===== src/rtl/stream_demux_pkg.sv =====
// Shared types and helpers for the stream demultiplexer.
// FSM state encoding and select-width helper.
package stream_demux_pkg;

    typedef enum logic [1:0] {
        ST_IDLE = 2'd0,
        ST_FWD  = 2'd1,
        ST_DROP = 2'd2
    } state_e;

    // A 1-to-1 or 1-to-2 demux still needs a 1-bit select.
    function automatic int clog2_min1(input int n);
        return (n <= 2) ? 1 : $clog2(n);
    endfunction

endpackage


===== src/rtl/stream_demux_if.sv =====
// Handshake bundle for stream_demux: one input stream in, N broadcast-data channels out.
// The slave modport is the demux's view; master is the source/consumer side.
interface stream_demux_if
    import stream_demux_pkg::*;
#(
    parameter int DATA_W = 8,
    parameter int N_OUT  = 8
);
    localparam int SEL_W = clog2_min1(N_OUT);

    logic [DATA_W-1:0] in_data;
    logic              in_valid;
    logic              in_last;
    logic [SEL_W-1:0]  in_sel;
    logic              in_ready;
    logic [DATA_W-1:0] out_data;
    logic              out_last;
    logic [N_OUT-1:0]  out_valid;
    logic [N_OUT-1:0]  out_ready;

    modport slave (
        input  in_data, in_valid, in_last, in_sel, out_ready,
        output in_ready, out_data, out_last, out_valid
    );

    modport master (
        output in_data, in_valid, in_last, in_sel, out_ready,
        input  in_ready, out_data, out_last, out_valid
    );

endinterface


===== src/rtl/stream_demux_obuf.sv =====
// One-entry output register holding {data, last, ch}.
// A push wins over a pop in the same cycle so the slot reloads without a bubble.
module stream_demux_obuf #(
    parameter int DATA_W = 8,
    parameter int SEL_W  = 3
) (
    input  logic              i_clk,
    input  logic              i_rst,
    input  logic              i_push,
    input  logic              i_pop,
    input  logic [DATA_W-1:0] i_data,
    input  logic              i_last,
    input  logic [SEL_W-1:0]  i_ch,
    output logic              o_valid,
    output logic [DATA_W-1:0] o_data,
    output logic              o_last,
    output logic [SEL_W-1:0]  o_ch
);

    logic              r_valid;
    logic [DATA_W-1:0] r_data;
    logic              r_last;
    logic [SEL_W-1:0]  r_ch;

    always_ff @(posedge i_clk) begin
        if (i_rst) begin
            r_valid <= 1'b0;
            r_data  <= '0;
            r_last  <= 1'b0;
            r_ch    <= '0;
        end else if (i_push) begin
            r_valid <= 1'b1;
            r_data  <= i_data;
            r_last  <= i_last;
            r_ch    <= i_ch;
        end else if (i_pop) begin
            r_valid <= 1'b0;
        end
    end

    assign o_valid = r_valid;
    assign o_data  = r_data;
    assign o_last  = r_last;
    assign o_ch    = r_ch;

endmodule


===== src/rtl/stream_demux.sv =====
// 1-to-N packet demultiplexer with one registered output stage.
// Optional saturating drop counter enabled by macro STREAM_DEMUX_DROP_CNT_EN.
//
// state   | meaning
// IDLE    | no packet open; next accepted beat is a first beat and samples in_sel
// FWD     | packet open; beats go to the channel latched on the first beat
// DROP    | packet open with out-of-range select; beats consumed and discarded
module stream_demux
    import stream_demux_pkg::*;
#(
    parameter int DATA_W = 8,
    parameter int N_OUT  = 8,
    parameter int CNT_W  = 16
) (
    input  logic          i_clk,
    input  logic          i_rst,
    stream_demux_if.slave bus,
    output logic          o_busy
`ifdef STREAM_DEMUX_DROP_CNT_EN
    ,
    output logic [CNT_W-1:0] o_drop_cnt
`endif
);

    localparam int SEL_W = clog2_min1(N_OUT);
    localparam logic [SEL_W:0]   LP_N_OUT = (SEL_W+1)'(N_OUT);
    localparam logic [N_OUT-1:0] LP_ONE   = {{(N_OUT-1){1'b0}}, 1'b1};

    state_e            r_state;
    state_e            w_state_nxt;
    logic [SEL_W-1:0]  r_ch;
    logic [SEL_W-1:0]  w_ch_nxt;
    logic              w_push;
    logic              w_drop_beat;
    logic              w_accept;
    logic              w_pop;
    logic              w_sel_ok;
    logic              w_buf_valid;
    logic [DATA_W-1:0] w_buf_data;
    logic              w_buf_last;
    logic [SEL_W-1:0]  w_buf_ch;
    logic [N_OUT-1:0]  w_out_valid;

    assign w_sel_ok    = ({1'b0, bus.in_sel} < LP_N_OUT);
    assign w_out_valid = w_buf_valid ? (LP_ONE << w_buf_ch) : '0;
    // Only the addressed channel's ready can pop the buffer.
    assign w_pop       = |(w_out_valid & bus.out_ready);
    assign bus.in_ready = (r_state == ST_DROP) | ~w_buf_valid | w_pop;
    assign w_accept    = bus.in_valid & bus.in_ready;

    always_ff @(posedge i_clk) begin
        if (i_rst) begin
            r_state <= ST_IDLE;
            r_ch    <= '0;
        end else begin
            r_state <= w_state_nxt;
            r_ch    <= w_ch_nxt;
        end
    end

    always_comb begin
        w_state_nxt = r_state;
        w_ch_nxt    = r_ch;
        w_push      = 1'b0;
        w_drop_beat = 1'b0;
        case (r_state)
            ST_IDLE: begin
                if (w_accept) begin
                    if (w_sel_ok) begin
                        w_push      = 1'b1;
                        w_ch_nxt    = bus.in_sel;
                        w_state_nxt = bus.in_last ? ST_IDLE : ST_FWD;
                    end else begin
                        w_drop_beat = 1'b1;
                        w_state_nxt = bus.in_last ? ST_IDLE : ST_DROP;
                    end
                end
            end
            ST_FWD: begin
                if (w_accept) begin
                    w_push = 1'b1;
                    if (bus.in_last) w_state_nxt = ST_IDLE;
                end
            end
            ST_DROP: begin
                if (w_accept) begin
                    w_drop_beat = 1'b1;
                    if (bus.in_last) w_state_nxt = ST_IDLE;
                end
            end
            default: w_state_nxt = ST_IDLE;
        endcase
    end

    stream_demux_obuf #(
        .DATA_W (DATA_W),
        .SEL_W  (SEL_W)
    ) u_obuf (
        .i_clk   (i_clk),
        .i_rst   (i_rst),
        .i_push  (w_push),
        .i_pop   (w_pop),
        .i_data  (bus.in_data),
        .i_last  (bus.in_last),
        .i_ch    (w_ch_nxt),
        .o_valid (w_buf_valid),
        .o_data  (w_buf_data),
        .o_last  (w_buf_last),
        .o_ch    (w_buf_ch)
    );

    assign bus.out_valid = w_out_valid;
    assign bus.out_data  = w_buf_data;
    assign bus.out_last  = w_buf_last;
    assign o_busy        = (r_state != ST_IDLE);

`ifdef STREAM_DEMUX_DROP_CNT_EN
    logic [CNT_W-1:0] r_drop_cnt;

    always_ff @(posedge i_clk) begin
        if (i_rst) begin
            r_drop_cnt <= '0;
        end else if (w_drop_beat && (r_drop_cnt != {CNT_W{1'b1}})) begin
            r_drop_cnt <= r_drop_cnt + CNT_W'(1);
        end
    end

    assign o_drop_cnt = r_drop_cnt;
`endif

endmodule


===== src/flat_wrapper.sv =====
// flat-port wrapper written by rule: the top's interface ports become plain ports
module stream_demux_flat import stream_demux_pkg::*;
#(
    parameter int DATA_W = 8,
    parameter int N_OUT  = 8,
    parameter int CNT_W  = 16
)
  (i_clk, i_rst, o_busy, bus_in_data, bus_in_valid, bus_in_last, bus_in_sel, bus_out_ready, bus_in_ready, bus_out_data, bus_out_last, bus_out_valid);
  stream_demux_if #(.DATA_W(DATA_W), .N_OUT(N_OUT)) bus_i ();
  input  logic i_clk;
  input  logic i_rst;
  output logic o_busy;
  input wire logic [$bits(bus_i.in_data)-1:0] bus_in_data;
  input wire logic [$bits(bus_i.in_valid)-1:0] bus_in_valid;
  input wire logic [$bits(bus_i.in_last)-1:0] bus_in_last;
  input wire logic [$bits(bus_i.in_sel)-1:0] bus_in_sel;
  input wire logic [$bits(bus_i.out_ready)-1:0] bus_out_ready;
  output wire logic [$bits(bus_i.in_ready)-1:0] bus_in_ready;
  output wire logic [$bits(bus_i.out_data)-1:0] bus_out_data;
  output wire logic [$bits(bus_i.out_last)-1:0] bus_out_last;
  output wire logic [$bits(bus_i.out_valid)-1:0] bus_out_valid;
  assign bus_i.in_data = bus_in_data;
  assign bus_i.in_valid = bus_in_valid;
  assign bus_i.in_last = bus_in_last;
  assign bus_i.in_sel = bus_in_sel;
  assign bus_i.out_ready = bus_out_ready;
  assign bus_in_ready = bus_i.in_ready;
  assign bus_out_data = bus_i.out_data;
  assign bus_out_last = bus_i.out_last;
  assign bus_out_valid = bus_i.out_valid;
  stream_demux #(.DATA_W(DATA_W), .N_OUT(N_OUT), .CNT_W(CNT_W)) u_core (.i_clk(i_clk), .i_rst(i_rst), .bus(bus_i), .o_busy(o_busy));
endmodule

===== config.mk =====
export PLATFORM = sky130hd
export DESIGN_NAME = stream_demux_flat
export DESIGN_NICKNAME = d
export VERILOG_FILES = /design/src/rtl/stream_demux_pkg.sv /design/src/rtl/stream_demux_if.sv /design/src/rtl/stream_demux_obuf.sv /design/src/rtl/stream_demux.sv /design/src/flat_wrapper.sv
export SDC_FILE = /design/constraint.sdc
export NUM_CORES = 1
export LEC_CHECK = 0
export ABC_AREA = 1
export BUFFER_PORTS_ARGS = -buffer_cell sky130_fd_sc_hd__buf_2
export CAP_MARGIN = 20
export CORE_MARGIN = 2
export CORE_UTILIZATION = 46
export DETAILED_ROUTE_END_ITERATION = 16
export GPL_ROUTABILITY_DRIVEN = 0
export HOLD_SLACK_MARGIN = 0.06
export PLACE_DENSITY = 0.81
export SYNTH_ARGS = -nofsm -noshare
export SYNTH_HDL_FRONTEND = slang
export SYNTH_SLANG_ARGS = --single-unit

===== constraint.sdc =====
create_clock -name i_clk -period 2.05 [get_ports i_clk]
set_input_delay 0.3075 -clock i_clk [delete_from_list [all_inputs] [get_ports i_clk]]
set_output_delay 0.3075 -clock i_clk [all_outputs]
set_load 0.01 [all_outputs]

==> qor.txt <==
DRT iter0 DRCs = 22
crit path max fanout = 7
die area = 2110 um^2
# port buffers = 41
largest net degree at the start of global routing = 15
Max Slew Vio Count = 0
Setup TNS = 0 ns
register bit total from synthesis = 17
sequential share of the synthesized area = 0.420
Final nets = 183
vias per inst = 4.81
CTS max path bufs = 2
Clk pwr share = 0.235
EDFF count, synth = 0
count of buffer and inverter cells on the critical path = 2
final hold violations = 0
Final period util = 0.860
CTS Buf Count = 3
CTS tree = done
Post-DRT Antenna Nets = 0
hold path cells = 3
achievable frequency = 567 MHz
Tightest Pin Transition = 0.213 ns
first-pass GRT wire length = 2.81 mm
hold path endpoint = u_core.u_obuf.o_data[7]$_SDFFE_PP0P_
CP max-delay cell = dfxtp_1
worst-case reg-to-reg path depth = 11
largest family of logic cells by synthesized area = simple AND/OR/NAND/NOR gates
P per Cell Area = 708 nW/um^2
cell taking the most area after synthesis = dfxtp_1
Clock Tree Root = clkbuf_4
Crit. End Element = output pin
complex-gate fraction of the synthesized area = 0.105
Hold Path Origin = bus_in_data[7]
Initial Util = 0.479
clk_skew = 0.00494 ns
final WL = 1.79 mm
CTS HTree Levels = 1
Switch Pwr = 0.000229 W
leakage dissipation = 0.574 nW
post-synth cell types = 16
post-synth top area share = 0.420
total track usage = 0.185
area grow syn2layout = 28.1%
switching share of power = 0.312
FFs w/ async S/R, synth = 0
number of I/O pins = 42
simple logic cell fraction of the synthesized area = 0.365
Max stage delay on crit path = 0.39 ns
critical-path cell list = inv_1 -> nor2_1 -> nand3_1 -> nand2_1 -> nor2_1 -> nand3_2 -> buf_2
post-synthesis cell count = 117
Overflow after GRT = 0
Syn Area/Cell = 6.92 um^2
mux share of post-synthesis cell area = 0
outcome = completed
Place WS = 0.460 ns
Syn. warnings = 0
Adder-Cell Fraction of Synth Area = 0
DR vias = 847
layout cells sized above 1 = 0.340
relative slew slack = 0.857
WHS = 0.271 ns
ANT cells = 0
vias in the first global route = 703
CP Launch Type = register
PnR worst setup slack = 0.287 ns
FF+latch area = 340 um^2
Peak supply drop = 0.000495 V
Commonest cells post-synth = nor2_1, dfxtp_1, inv_1, nand2_1, o21ai_0
Worst-Skew Late Latency = 0.29 ns
initial antenna violation count = 0
Crit Path Class = register to output pin
Reg power frac = 0.518
Hold Buf Count CTS = 0
Max Cap Viol = 0
final setup violation count = 0
filler cell count in the final layout = 159
CTS resizes = 0
Worst path most repeated cell = nor2_1
multi-input logic area = 380 um^2
core area = 1690 um^2
critical path depth = 7
Final min period = 1.76 ns
Util after Layout = 0.614
XOR/XNOR Fraction of Synth Area = 0
Worst Path Arrival = 1.46 ns
clk sinks = 17
Combinational Power Share = 0.247
Core Rows = 15
cell with the most instances after synthesis = nor2_1
RSZ-0062 raised after global routing = no
Mapped Nets = 140
worst r2r src = u_core.u_obuf.o_valid$_SDFFE_PP0P_
Die Height = 46.0 um
post-CTS setup buffer count = 0
internal power = 0.000505 W
drt first pass iters = 4
synthesized area = 810 um^2
HPWL Detailed = 1.43 mm
Post-route DRC = 0
WL/cell = 10.2 um
ys flop type = dfxtp_1
register clock-pin slew on the reported worst setup and hold paths = 0.09 ns
worst path required time = 1.74 ns
CP top delay family = simple AND/OR/NAND/NOR gates
Synth area leaders = dfxtp_1, nor2_1, inv_1
Die W = 46.0 um
hold crit path type = input pin to register
Reg-to-Reg End = u_core.r_state[0]$_SDFFE_PP0P_
R2R Setup Slk = 0.44 ns
## placed cells by master, fill, tap and decap left out, types with 2 or more instances in the layout
cell       n
clkbuf_4   3
dfxtp_1   17
nand2_2    2
nand2_1   15
a21oi_1    8
nand4_1    3
inv_1     15
buf_2     41
nor2_1    29
nand3_1    8
o21ai_0    9
nand3_2    3
nor2_2     2
## final cells by class
class / instances / area share
Clock inverter: 1 / 0.00483
Timing Repair Buffer: 41 / 0.198
Sequential cell: 17 / 0.328
Multi-Input combinational cell: 81 / 0.367
Inverter: 16 / 0.0603
Clock buffer: 3 / 0.0217
Tap cell: 17 / 0.0205
## worst reg2reg max path, cell delays in order (launching register included)
cell and delay [ns]:
dfxtp_1 0.39, inv_1 0.05, nor2_1 0.18, nand3_1 0.12, nand2_1 0.09, nor2_1 0.05, nand3_2 0.14, nand2_4 0.14
inv_4 0.16, nand2_1 0.09, nand2_1 0.07, a21oi_1 0.04
## power groups by stage
| stage | Combinational, W | Clock (W) | Sequential [W] |
|---|---|---|---|
| 6_report | 0.000181 | 0.000172 | 0.000381 |
| 2_1_floorplan | 0.000114 | 0 | 0.000396 |
| 4_1_cts | 0.000182 | 0.000179 | 0.000381 |
| 3_3_place_gp | 0.000176 | 0 | 0.000387 |
| 3_5_place_dp | 0.000181 | 0 | 0.000388 |
| 5_1_grt | 0.000204 | 0.000189 | 0.000385 |
## sequential cells by signal, indices dropped and copies added, names as in the netlist
name,flops
u_core.u_obuf.o_data,8
u_core.r_ch,3
u_core.u_obuf.o_ch,3
u_core.r_state,1
u_core.u_obuf.o_last,1
u_core.u_obuf.o_valid,1
## how the worst max path moves through the flow
stage                                    endpoint  slack [ns]                                from
6_report                             bus_in_ready        0.29  u_core.u_obuf.o_valid$_SDFFE_PP0P_
5_1_grt                              bus_in_ready        0.13  u_core.u_obuf.o_ch[1]$_SDFFE_PP0P_
4_1_cts                              bus_in_ready        0.27  u_core.u_obuf.o_ch[2]$_SDFFE_PP0P_
3_5_place_dp       u_core.r_state[0]$_SDFFE_PP0P_        0.46  u_core.u_obuf.o_ch[1]$_SDFFE_PP0P_
3_3_place_gp   u_core.u_obuf.o_ch[0]$_SDFFE_PP0P_        0.50  u_core.u_obuf.o_ch[2]$_SDFFE_PP0P_
2_1_floorplan  u_core.u_obuf.o_ch[1]$_SDFFE_PP0P_        0.60  u_core.u_obuf.o_ch[2]$_SDFFE_PP0P_
## cells by family (layout without fill, tap and decap cells)
family          Yosys count  in the layout
compound gates           17             17
buf+inv                  19             61
flops                    17             17
simple gates             64             64
## through the flow
stage	std cells	cell area [um^2]	total power [W]
floorplan	117	810	0.000510
detailed placement	172	1010	0.000569
finish	176	1040	0.000734
global route	176	1040	0.000778
global placement	172	1010	0.000563
CTS	176	1040	0.000741
## per-layer routing
layer  vias up  share of wire  global-route usage
met4         0          0.016               0.103
li1        456              -                   -
met5         -              0                   0
met1       355           0.47               0.239
met2        32           0.45               0.294
met3         4          0.064              0.0238
Power figures use the tool's default switching activity.
